===== config.mk =====
export PLATFORM = sky130hd
export DESIGN_NAME = mvau_weight_streamer
export DESIGN_NICKNAME = d
export VERILOG_FILES = /design/src/rtl/mvau_weight_streamer.sv
export SDC_FILE = /design/constraint.sdc
export NUM_CORES = 1
export LEC_CHECK = 0
export BUFFER_PORTS_ARGS = -buffer_cell sky130_fd_sc_hd__buf_2
export CAP_MARGIN = 20
export CORE_UTILIZATION = 57
export DETAILED_ROUTE_END_ITERATION = 8
export PLACE_DENSITY_LB_ADDON = 0.12
export SYNTH_ARGS = -nofsm -noshare
export SYNTH_HDL_FRONTEND = slang
export SYNTH_SLANG_ARGS = --single-unit

===== constraint.sdc =====
create_clock -name aclk -period 6 [get_ports aclk]
set_input_delay 1.2 -clock aclk [delete_from_list [all_inputs] [get_ports aclk]]
set_output_delay 1.2 -clock aclk [all_outputs]
set_load 0.02 [all_outputs]

===== src/rtl/mvau_weight_streamer.sv =====
`default_nettype none
// ============================================================================
// Module   : mvau_weight_streamer
// Brief    : Weight-memory read sequencer feeding an AXI-Stream master through
//            a 2-entry skid buffer that absorbs the 1-cycle read latency.
// Revision : 1.0 - initial release
// ============================================================================
module mvau_weight_streamer #(
  parameter int SIMD         = 2,
  parameter int TW           = 1,
  parameter int WMEM_DEPTH   = 4,
  parameter int WMEM_ADDR_BW = 4,
  parameter int NUM_REPS     = 1
) (
  input  logic                    aclk,
  input  logic                    aresetn,
  input  logic                    start,
  output logic                    busy,
  output logic                    done,
  output logic [WMEM_ADDR_BW-1:0] wmem_addr,
  input  logic [SIMD*TW-1:0]      wmem_out,
  output logic [SIMD*TW-1:0]      m_axis_tdata,
  output logic                    m_axis_tvalid,
  input  logic                    m_axis_tready,
  output logic                    m_axis_tlast
);

  localparam int c_DW     = SIMD * TW;
  localparam int c_REP_BW = $clog2(NUM_REPS + 1);
  localparam logic [WMEM_ADDR_BW-1:0] c_ADDR_MAX = WMEM_ADDR_BW'(WMEM_DEPTH - 1);
  localparam logic [c_REP_BW-1:0]     c_REP_MAX  = c_REP_BW'(NUM_REPS - 1);

  localparam logic [1:0] c_ST_IDLE  = 2'd0;
  localparam logic [1:0] c_ST_RUN   = 2'd1;
  localparam logic [1:0] c_ST_DRAIN = 2'd2;

  logic [1:0]              r_state;
  logic [1:0]              w_state_nxt;
  logic [WMEM_ADDR_BW-1:0] r_addr;
  logic [c_REP_BW-1:0]     r_rep;
  logic                    r_rd_vld;
  logic                    r_rd_last;
  logic [c_DW-1:0]         r_d0;
  logic [c_DW-1:0]         r_d1;
  logic                    r_l0;
  logic                    r_l1;
  logic [1:0]              r_cnt;

  logic       w_pop;
  logic       w_push;
  logic       w_issue;
  logic       w_room;
  logic       w_empty;
  logic       w_last_issue;
  logic [1:0] w_occ_nxt;

  assign w_push    = r_rd_vld;
  assign w_pop     = m_axis_tvalid && m_axis_tready;
  // Occupancy the buffer will have next cycle; one more read fits only if it stays <= 1.
  assign w_occ_nxt = r_cnt + {1'b0, r_rd_vld} - {1'b0, w_pop};
  assign w_room    = (w_occ_nxt <= 2'd1);
  assign w_empty   = (r_cnt == 2'd0) && !r_rd_vld;
  assign w_last_issue = w_issue && (r_addr == c_ADDR_MAX) && (r_rep == c_REP_MAX);

  always_ff @(posedge aclk or negedge aresetn) begin
    if (!aresetn) begin
      r_state <= c_ST_IDLE;
    end else begin
      r_state <= w_state_nxt;
    end
  end

  always_comb begin
    w_state_nxt = r_state;
    case (r_state)
      c_ST_IDLE:  if (start)        w_state_nxt = c_ST_RUN;
      c_ST_RUN:   if (w_last_issue) w_state_nxt = c_ST_DRAIN;
      c_ST_DRAIN: if (w_empty)      w_state_nxt = c_ST_IDLE;
      default:                      w_state_nxt = c_ST_IDLE;
    endcase
  end

  always_comb begin
    w_issue = 1'b0;
    busy    = 1'b0;
    done    = 1'b0;
    case (r_state)
      c_ST_RUN: begin
        busy    = 1'b1;
        w_issue = w_room;
      end
      c_ST_DRAIN: begin
        busy = 1'b1;
        done = w_empty;
      end
      default: ;
    endcase
  end

  always_ff @(posedge aclk or negedge aresetn) begin
    if (!aresetn) begin
      r_addr    <= '0;
      r_rep     <= '0;
      r_rd_vld  <= 1'b0;
      r_rd_last <= 1'b0;
    end else begin
      r_rd_vld <= w_issue;
      if (w_issue) begin
        r_rd_last <= (r_addr == c_ADDR_MAX);
        if (r_addr == c_ADDR_MAX) begin
          r_addr <= '0;
          r_rep  <= (r_rep == c_REP_MAX) ? '0 : r_rep + 1'b1;
        end else begin
          r_addr <= r_addr + 1'b1;
        end
      end
    end
  end

  // Entry 0 is always the head; entry 1 only holds data while entry 0 is full.
  always_ff @(posedge aclk or negedge aresetn) begin
    if (!aresetn) begin
      r_d0  <= '0;
      r_d1  <= '0;
      r_l0  <= 1'b0;
      r_l1  <= 1'b0;
      r_cnt <= 2'd0;
    end else begin
      if (w_pop) begin
        if (r_cnt == 2'd2) begin
          r_d0 <= r_d1;
          r_l0 <= r_l1;
          if (w_push) begin
            r_d1 <= wmem_out;
            r_l1 <= r_rd_last;
          end
        end else if (w_push) begin
          r_d0 <= wmem_out;
          r_l0 <= r_rd_last;
        end
      end else if (w_push) begin
        if (r_cnt == 2'd0) begin
          r_d0 <= wmem_out;
          r_l0 <= r_rd_last;
        end else begin
          r_d1 <= wmem_out;
          r_l1 <= r_rd_last;
        end
      end
      r_cnt <= r_cnt + {1'b0, w_push} - {1'b0, w_pop};
    end
  end

  assign wmem_addr     = r_addr;
  assign m_axis_tvalid = (r_cnt != 2'd0);
  assign m_axis_tdata  = r_d0;
  assign m_axis_tlast  = r_l0 && m_axis_tvalid;

endmodule
`default_nettype wire


## Yosys cells after proc, flatten, opt, wreduce, memory -nomap -nowiden

Cells that the tools add are included.

- Input bits: 6
- Output and inout bits: 10
- Word-level logic and storage cells: 70
- Register bits: 17

- Bitwise logic cells: 1
- Reductions and logical operators: 17
- Muxes and demuxes: 27
- Order comparisons: 1
- Eq/ne operators: 10
- $add $sub $neg: 4

Operators by type and width:

| kind | count |
|---|---|
| $mux 2 | 12 |
| $mux 1 | 13 |
| $ne 2x2->1 const B | 5 |
| $reduce_bool 2->1 | 4 |
| $pmux 2 s3 | 1 |
| $reduce_and 3->1 | 2 |
| $logic_and 1x1->1 | 5 |
| $add 4x1->4 const B | 1 |
| $eq 2x2->1 const B | 2 |
| $eq 4x2->1 const B | 1 |
| $logic_not 2->1 | 2 |
| $mux 4 | 1 |
| $reduce_and 4->1 | 1 |
| $add 2x1->2 | 1 |
| $eq 2x1->1 const B | 1 |
| $le 2x1->1 const B | 1 |
| $ne 2x1->1 const B | 1 |
| $reduce_and 2->1 | 1 |
| $reduce_or 2->1 | 1 |
| $sub 2x1->2 | 1 |
| $add 1x1->1 const B | 1 |
| $logic_not 1->1 | 1 |
| $not 1->1 | 1 |

## Depth between registers and ports, before layout

Gate-level depths: netlist (run 1).

- Word-level depth: 9
- Depth in mapped cells: 8
- Gate-level depth less buffers: 8

## Worst setup path before layout (run 1)

No wires, ideal clock.

- Path kind: input-to-reg
- From: input m_axis_tready
- To: register r_rd_last
- Stages on the path: 8
- Slack: 3.222 ns
- Data arrival time: 2.653 ns
- Required time: 5.875 ns
- Library setup time: 0.125 ns
- Path buffers: 0
- Cells stage by stage: nor2b_4 > nand2_1 > o21ai_0 > ha_1 > nand2b_1 > nor2_1 > or3b_4 > mux2_4

- Longest elaborated chain between the ends: 4

Ends and longest elaborated chain:

| element | line | RTL |
|---|---|---|
| start: declaration | 24 | `input logic m_axis_tready,` |
| $logic_and 1x1->1 | 58 | `assign w_pop = m_axis_tvalid && m_axis_tready;` |
| $sub 2x1->2 | 60 | `assign w_occ_nxt = r_cnt + {1'b0, r_rd_vld} - {1'b0, w_pop};` |
| $le 2x1->1 | 61 | `assign w_room = (w_occ_nxt <= 2'd1);` |
| $mux 1 | 87 | `case (r_state)` |
| end signal: assignment | 109 | `r_rd_last <= (r_addr == c_ADDR_MAX);` |
| end: declaration | 42 | `logic r_rd_last;` |

No other way between the ends.
A chain may end at the register's enable or synchronous reset.

## Final worst setup path (run 1)

- From: input m_axis_tready
- To: register r_addr[0], in the netlist wmem_addr[0]

- Longest elaborated chain between the ends: 4

Ends and longest elaborated chain:

| element | line | RTL |
|---|---|---|
| $logic_and 1x1->1 | 58 |  |
| $sub 2x1->2 | 60 |  |
| $le 2x1->1 | 61 |  |
| $mux 1 | 87 |  |
| end signal: assignment | 114 | `r_addr <= r_addr + 1'b1;` |
| end: declaration | 39 | `logic [WMEM_ADDR_BW-1:0] r_addr;` |

No other way between the ends.

==> results.yml, run 1 <==
outcome:
  outcome: "complete, no violations"
grt:
  grt_max_degree: 17
  grt_pass1_vias: 659
  track_usage_pct: 22.6
  grt_pass1_wl_um: 2950
  grt-ovfl-total: 0
  antenna_found_initial: 0
power_and_ir_drop:
  p_leak_uw: 0.000534
  ir_drop_mv: 0.371
  power-per-cell-area_nw_per_um2: 567
cells_and_area:
  mostFrequentLayoutCell: "dfrtp_1"
  drive_above_1_share_pct: 28.7
  final_core_util_pct: 74.2
  final_cell_mix: "16 x dfrtp_1, 15 x buf_2, 7 x nor2_1"
  nNetsFinal: 114
  n_antenna_cell: 0
  area_growth_syn_to_layout_pct: 14.5
logic_synthesis:
  synthSimpleGateAreaFrac_pct: 17.5
  ys_ff_latch: 16
  synth_area_leaders: "dfrtp_1 45%, ha_1 8.4%, mux2i_1 6.7%"
  syn_inst: 82
  syn_nets: 94
  synth_compound_area_share_pct: 10.1
  async_flop_share_pct: 100
  synthFlopType: "dfrtp_1"
  synth_edf_count: 0
  avgSynthCellArea_um2: 10.9
  synthMuxAreaShare_pct: 15.5
  synthDistinctLibCells: 27
  synth_seq_area_share_pct: 44.7
  synthXorXnorAreaFrac_pct: 0.978
  synth_top_area_cell: "dfrtp_1"
  synth_top_family_by_area: "simple AND/OR/NAND/NOR gates"
  synthAdderAreaFrac_pct: 8.38
  synth_top_area_share_pct: 44.7
  ys_warn_count: 0
  synth.cell_area_um2: 896
sta:
  max_slew_margin_pct: 61.0
  period_share_pct: 45.9
  fmax_mhz: 363
  finalSetupTns_ps: 0
  rsz0062_at_grt: "false"
  period_minus_slack_ps: 2750
  worst_slew_pin_slew_ps: 579
  worst_slack_ps: 3250
  holdWs_ps: 518
  setup-violations-final: 0
  report.final.hold_viol_count: 0
  slew_viol_final: 0
  fin_skew_ps: 2.72
floorplan:
  std_cell_rows: 13
  fp.dieArea_um2: 1730
  die_h_um: 41.6
  die_w_um: 41.6
  initial_core_util_pct: 64.8
  ios: 16
  fp.coreArea_um2: 1380
detailed_routing:
  drc: 0
  vias: 649
  wl_um: 1710
  drt_iter0_drc: 17
  viasPerCell: 5.59
  detail-route-antenna-nets: 0
  drt_first_pass_iters: 4
  routedWlPerCell_um: 14.7
clocking:
  post_cts_resized: 0
  clkSinkCount: 16
  root_buffer: "clkbuf_4"
  cts.repair_timing.setup_buffer_count: 0
  postCtsHoldBufs: 0
  clockBufferDepth: 2
  clk_pin_slew_ps: 90
  htreeDepth: 1
  clk_latency_ps: 290
  cts-buffers-inserted: 3
  cts_tree: "built"
place:
  pre_cts_ws_ps: 2940
  io_buffers: 15
  dpl.hpwl_um: 1310
  gp_congestion: 0.737
critical_path:
  cp.required_ps: 6190
  cp-start-kind: "input port"
  cpPeakStageDelay_ps: 420
  crit_path_cell_trace: "buf_2 > nor2b_4 > nand2_1 > o21ai_0 > ha_1 > nand2b_1 > nor2_1 > or3b_4 > mux2_4"
  critPathMaxFanout: 5
  worstSetupPathType: "in -> reg"
  cp_slowest_cell: "or3b_4"
  endpoint_kind: "register"
  cp.arrival_ps: 2940
hold_path:
  hp-class: "reg -> reg"
flow_run:
  max_cap_violations: 0
## routing by layer
layer  GRT usage [%]  routed length [um]
met5               0                   0
met1            27.6                 770
met2            38.8                 852
met4            8.39                  25
met3            5.22                  57
## through the flow
step / area [um2] / cells / power (uW)
after floorplan: 896 / 82 / 429
after global placement: 990 / 112 / 494
after detailed placement: 990 / 112 / 513
after CTS: 1030 / 116 / 587
after global routing: 1030 / 116 / 629
final: 1030 / 116 / 582
## cells by family (layout without fill, tap and decap cells)
| family | after synthesis | after routing |
|---|---|---|
| flip-flops | 16 | 16 |
| AO/OA/AOI/OAI | 13 | 13 |
| AND/OR/NAND/NOR | 27 | 27 |
| buffers and inverters | 7 | 26 |
| multiplexers | 12 | 12 |
| adder cells (fa/ha/maj) | 6 | 6 |
| XOR/XNOR | 1 | 1 |
## power breakdown
| group | switching [uW] | internal [uW] |
|---|---|---|
| registers | 51.3 | 161 |
| clock network | 34.8 | 37.0 |
| logic | 166 | 133 |
| total | 252 | 330 |
## flip-flops by register name, indices dropped and copies added, names as in the netlist
signal,count
r_state,2
r_d1,2
m_axis_tdata,2
r_rd_vld,1
r_rd_last,1
r_cnt,2
r_l0,1
r_l1,1
wmem_addr,4
## cell type report
class | count | area, um2
tap | 15 | 18.8
sequential | 16 | 400
clock buffer | 4 | 36.3
multi-input combinational | 59 | 469
timing repair buffer | 15 | 75.1
inverter | 7 | 26.3
fill | 101 | 357
## synthesized netlist by cell type, types with 2 or more instances
library cell	number
or4b_1	2
nand3_1	3
mux2i_1	6
ha_1	6
nand2_1	5
nor2_1	7
mux2_4	3
o21ai_0	2
inv_1	6
nor3b_1	2
o211ai_1	2
mux2_2	3
nand2b_1	2
a21oi_1	3
dfrtp_1	16
o31ai_1	3
## critical path, delay by kind of cell
family | cells | cell delay (ps)
AO/OA/AOI/OAI | 1 | 120
AND/OR/NAND/NOR | 5 | 980
buffers and inverters | 1 | 120
multiplexers | 1 | 310
adder cells (fa/ha/maj) | 1 | 210
## final timing paths
path | cells after the start | end | startpoint | slack (ps)
setup / recovery | 9 | wmem_addr[0] | m_axis_tready | 3250
hold / removal | 1 | r_l1 | r_l1 | 520
setup reg to reg | 8 | wmem_addr[0] | r_cnt[0] | 3830
hold reg to reg | 1 | r_l1 | r_l1 | 520
max in group asynchronous | 1 | r_d1[1] | aresetn | 4930
min in group asynchronous | 1 | r_state[0] | aresetn | 800
Note: power is estimated with default switching activity, not from simulation.
==> inputs of run 2 (changes only) <==
- ABC_AREA: default -> 1
- CORE_UTILIZATION: 57 -> 47
- clock period: 6 -> 2.48 ns (I/O delays scaled with it)
==> run 2 against run 1 <==
Sequential share of layout area up 0.73 points. Synthesized area decreased by 3.5%. Count of clock-buffer cells in the layout did not move. Utilization down 16 points.
==> results.yml, run 2 <==
outcome:
  outcome: "complete, no violations"
grt:
  grt_max_degree: 17
  track_usage_pct: 15.7
  grt-ovfl-total: 0
  antenna_found_initial: 0
  grt_pass1_wl_um: 2260
  grt_pass1_vias: 589
clocking:
  clockBufferDepth: 2
  cts_tree: "built"
  clk_pin_slew_ps: 100
  postCtsHoldBufs: 0
  cts.repair_timing.setup_buffer_count: 0
  clkSinkCount: 16
  post_cts_resized: 0
  htreeDepth: 1
  clk_latency_ps: 280
  root_buffer: "clkbuf_4"
  cts-buffers-inserted: 3
critical_path:
  cp.required_ps: 1980
  rr_endpoint: "wmem_addr[3]"
  crit_start: "r_cnt[1]"
  cp.arrival_ps: 1370
  endpoint: "done"
  reg2reg_from: "r_cnt[0]"
  rr_worst_depth: 10
  cp-start-kind: "register"
  worstSetupPathType: "reg -> out"
  regToRegSetupSlack_ps: 830
  critPathMaxFanout: 5
  endpoint_kind: "primary output"
detailed_routing:
  wl_met2_um: 689
  drt_first_pass_iters: 2
  top_layer: "met4"
  vias: 665
  routedWlPerCell_um: 9.97
  viasPerCell: 4.75
  drc: 0
  detail-route-antenna-nets: 0
  wl_um: 1400
  wl_met3_um: 41
  met1_length_um: 654
  drt_iter0_drc: 3
power_and_ir_drop:
  total_power_uw: 1250
  power-per-cell-area_nw_per_um2: 1240
  ir_drop_mv: 0.631
  p_leak_uw: 0.000526
sta:
  setup-violations-final: 0
  period_share_pct: 75.3
  report.final.hold_viol_count: 0
  worst_slew_pin_slew_ps: 364
  finalSetupTns_ps: 0
  slew_viol_final: 0
  rsz0062_at_grt: "false"
  fin_skew_ps: 7.91
  max_slew_margin_pct: 75.7
  fmax_mhz: 536
  period_minus_slack_ps: 1870
logic_synthesis:
  syn_nets: 108
  yosysMostFrequentCell: "nand2_1"
  syn_inst: 96
  ys_warn_count: 0
  avgSynthCellArea_um2: 9.01
  synth_seq_area_share_pct: 46.3
  synth_area_leaders: "dfrtp_1 46%, ha_1 8.7%, nand2_1 8.7%"
  synth_top_area_cell: "dfrtp_1"
  synth_edf_count: 0
  synth.cell_area_um2: 865
  synthFlopType: "dfrtp_1"
  synth_top_area_share_pct: 46.3
  synthDistinctLibCells: 19
  ys_ff_latch: 16
  ys_top_cells_by_count: "20 x nand2_1, 19 x inv_1, 16 x dfrtp_1, 11 x o21ai_0, 6 x ha_1"
  async_flop_share_pct: 100
floorplan:
  die_w_um: 44.9
  die_h_um: 44.9
  fp.dieArea_um2: 2020
  fp.coreArea_um2: 1730
  initial_core_util_pct: 50.1
  std_cell_rows: 15
  ios: 16
place:
  dpl.cell_count: 136
  gp_congestion: 0.771
  dpl_cell_area_um2: 971
  dpl.hpwl_um: 1110
  io_buffers: 15
cells_and_area:
  final_cell_mix: "20 x nand2_1, 19 x inv_1, 16 x dfrtp_1, 15 x buf_2, 11 x o21ai_0"
  area_growth_syn_to_layout_pct: 16.5
  instances_no_fill: 140
  largest_register_ffs: 4
  n_antenna_cell: 0
  drive_above_1_share_pct: 22.6
  mostFrequentLayoutCell: "nand2_1"
  nNetsFinal: 128
  stdcell_area_um2: 1010
flow_run:
  max_cap_violations: 0
hold_path:
  hp-class: "in -> async"
## run 2: worst min path at each step
stage                            to  cells past startpoint
finish                      r_d1[0]                      1
global placement    m_axis_tdata[0]                      1
detailed placement  m_axis_tdata[1]                      1
global route                r_d1[0]                      1
CTS                         r_d1[0]                      1
floorplan           m_axis_tdata[0]                      0
## run 2: per-layer routing
metal  track usage (%)  vias to the layer above
met5                 0                        -
met1              19.1                      303
met2              26.2                        8
met3              3.60                        2
met4              7.27                        0
li1                  -                      352
## run 2: cell families (layout without fill, tap and decap cells)
logic type,Yosys count,after routing,share of synthesized area (%)
xor gates and xnor gates,1,1,1.01
DFF,16,16,46.3
buffers and inverters,20,39,8.68
AOI/OAI and AO/OA,20,20,14.9
and+or+nand+nor,33,33,20.4
adders and majority gates,6,6,8.68
## run 2: worst max-delay path, cell delays in order (launching register included)
cell and delay [ps]:
dfrtp_1 460, nor2_1 200, inv_1 110, nor3_1 130, buf_2 190
## run 2: metrics by stage
| stage | worst slack [ps] | utilization, % | hold slack (ps) |
|---|---|---|---|
| after global placement | 766 | 56.2 | 428 |
| after global routing | 502 | 58.3 | 124 |
| after floorplan | 744 | - | 200 |
| after CTS | 589 | 58.3 | 112 |
| final | 613 | 58.3 | 108 |
| after detailed placement | 728 | 56.2 | 434 |
## run 2: power breakdown
group	switching (uW)	internal, uW	leakage, uW
clock network	80.5	89.2	0.0000210
logic	406	226	0.000303
registers	76.2	372	0.000202
total	563	687	0.000526
## run 2: area by class of cell
class                   instances  area, um2
fillers                       167        719
flip-flops and latches         16        400
multi-input cells              60        389
repair buffers                 15       75.1
inverters                      20       75.1
clock buffers                   4       36.3
well taps                      25       31.3
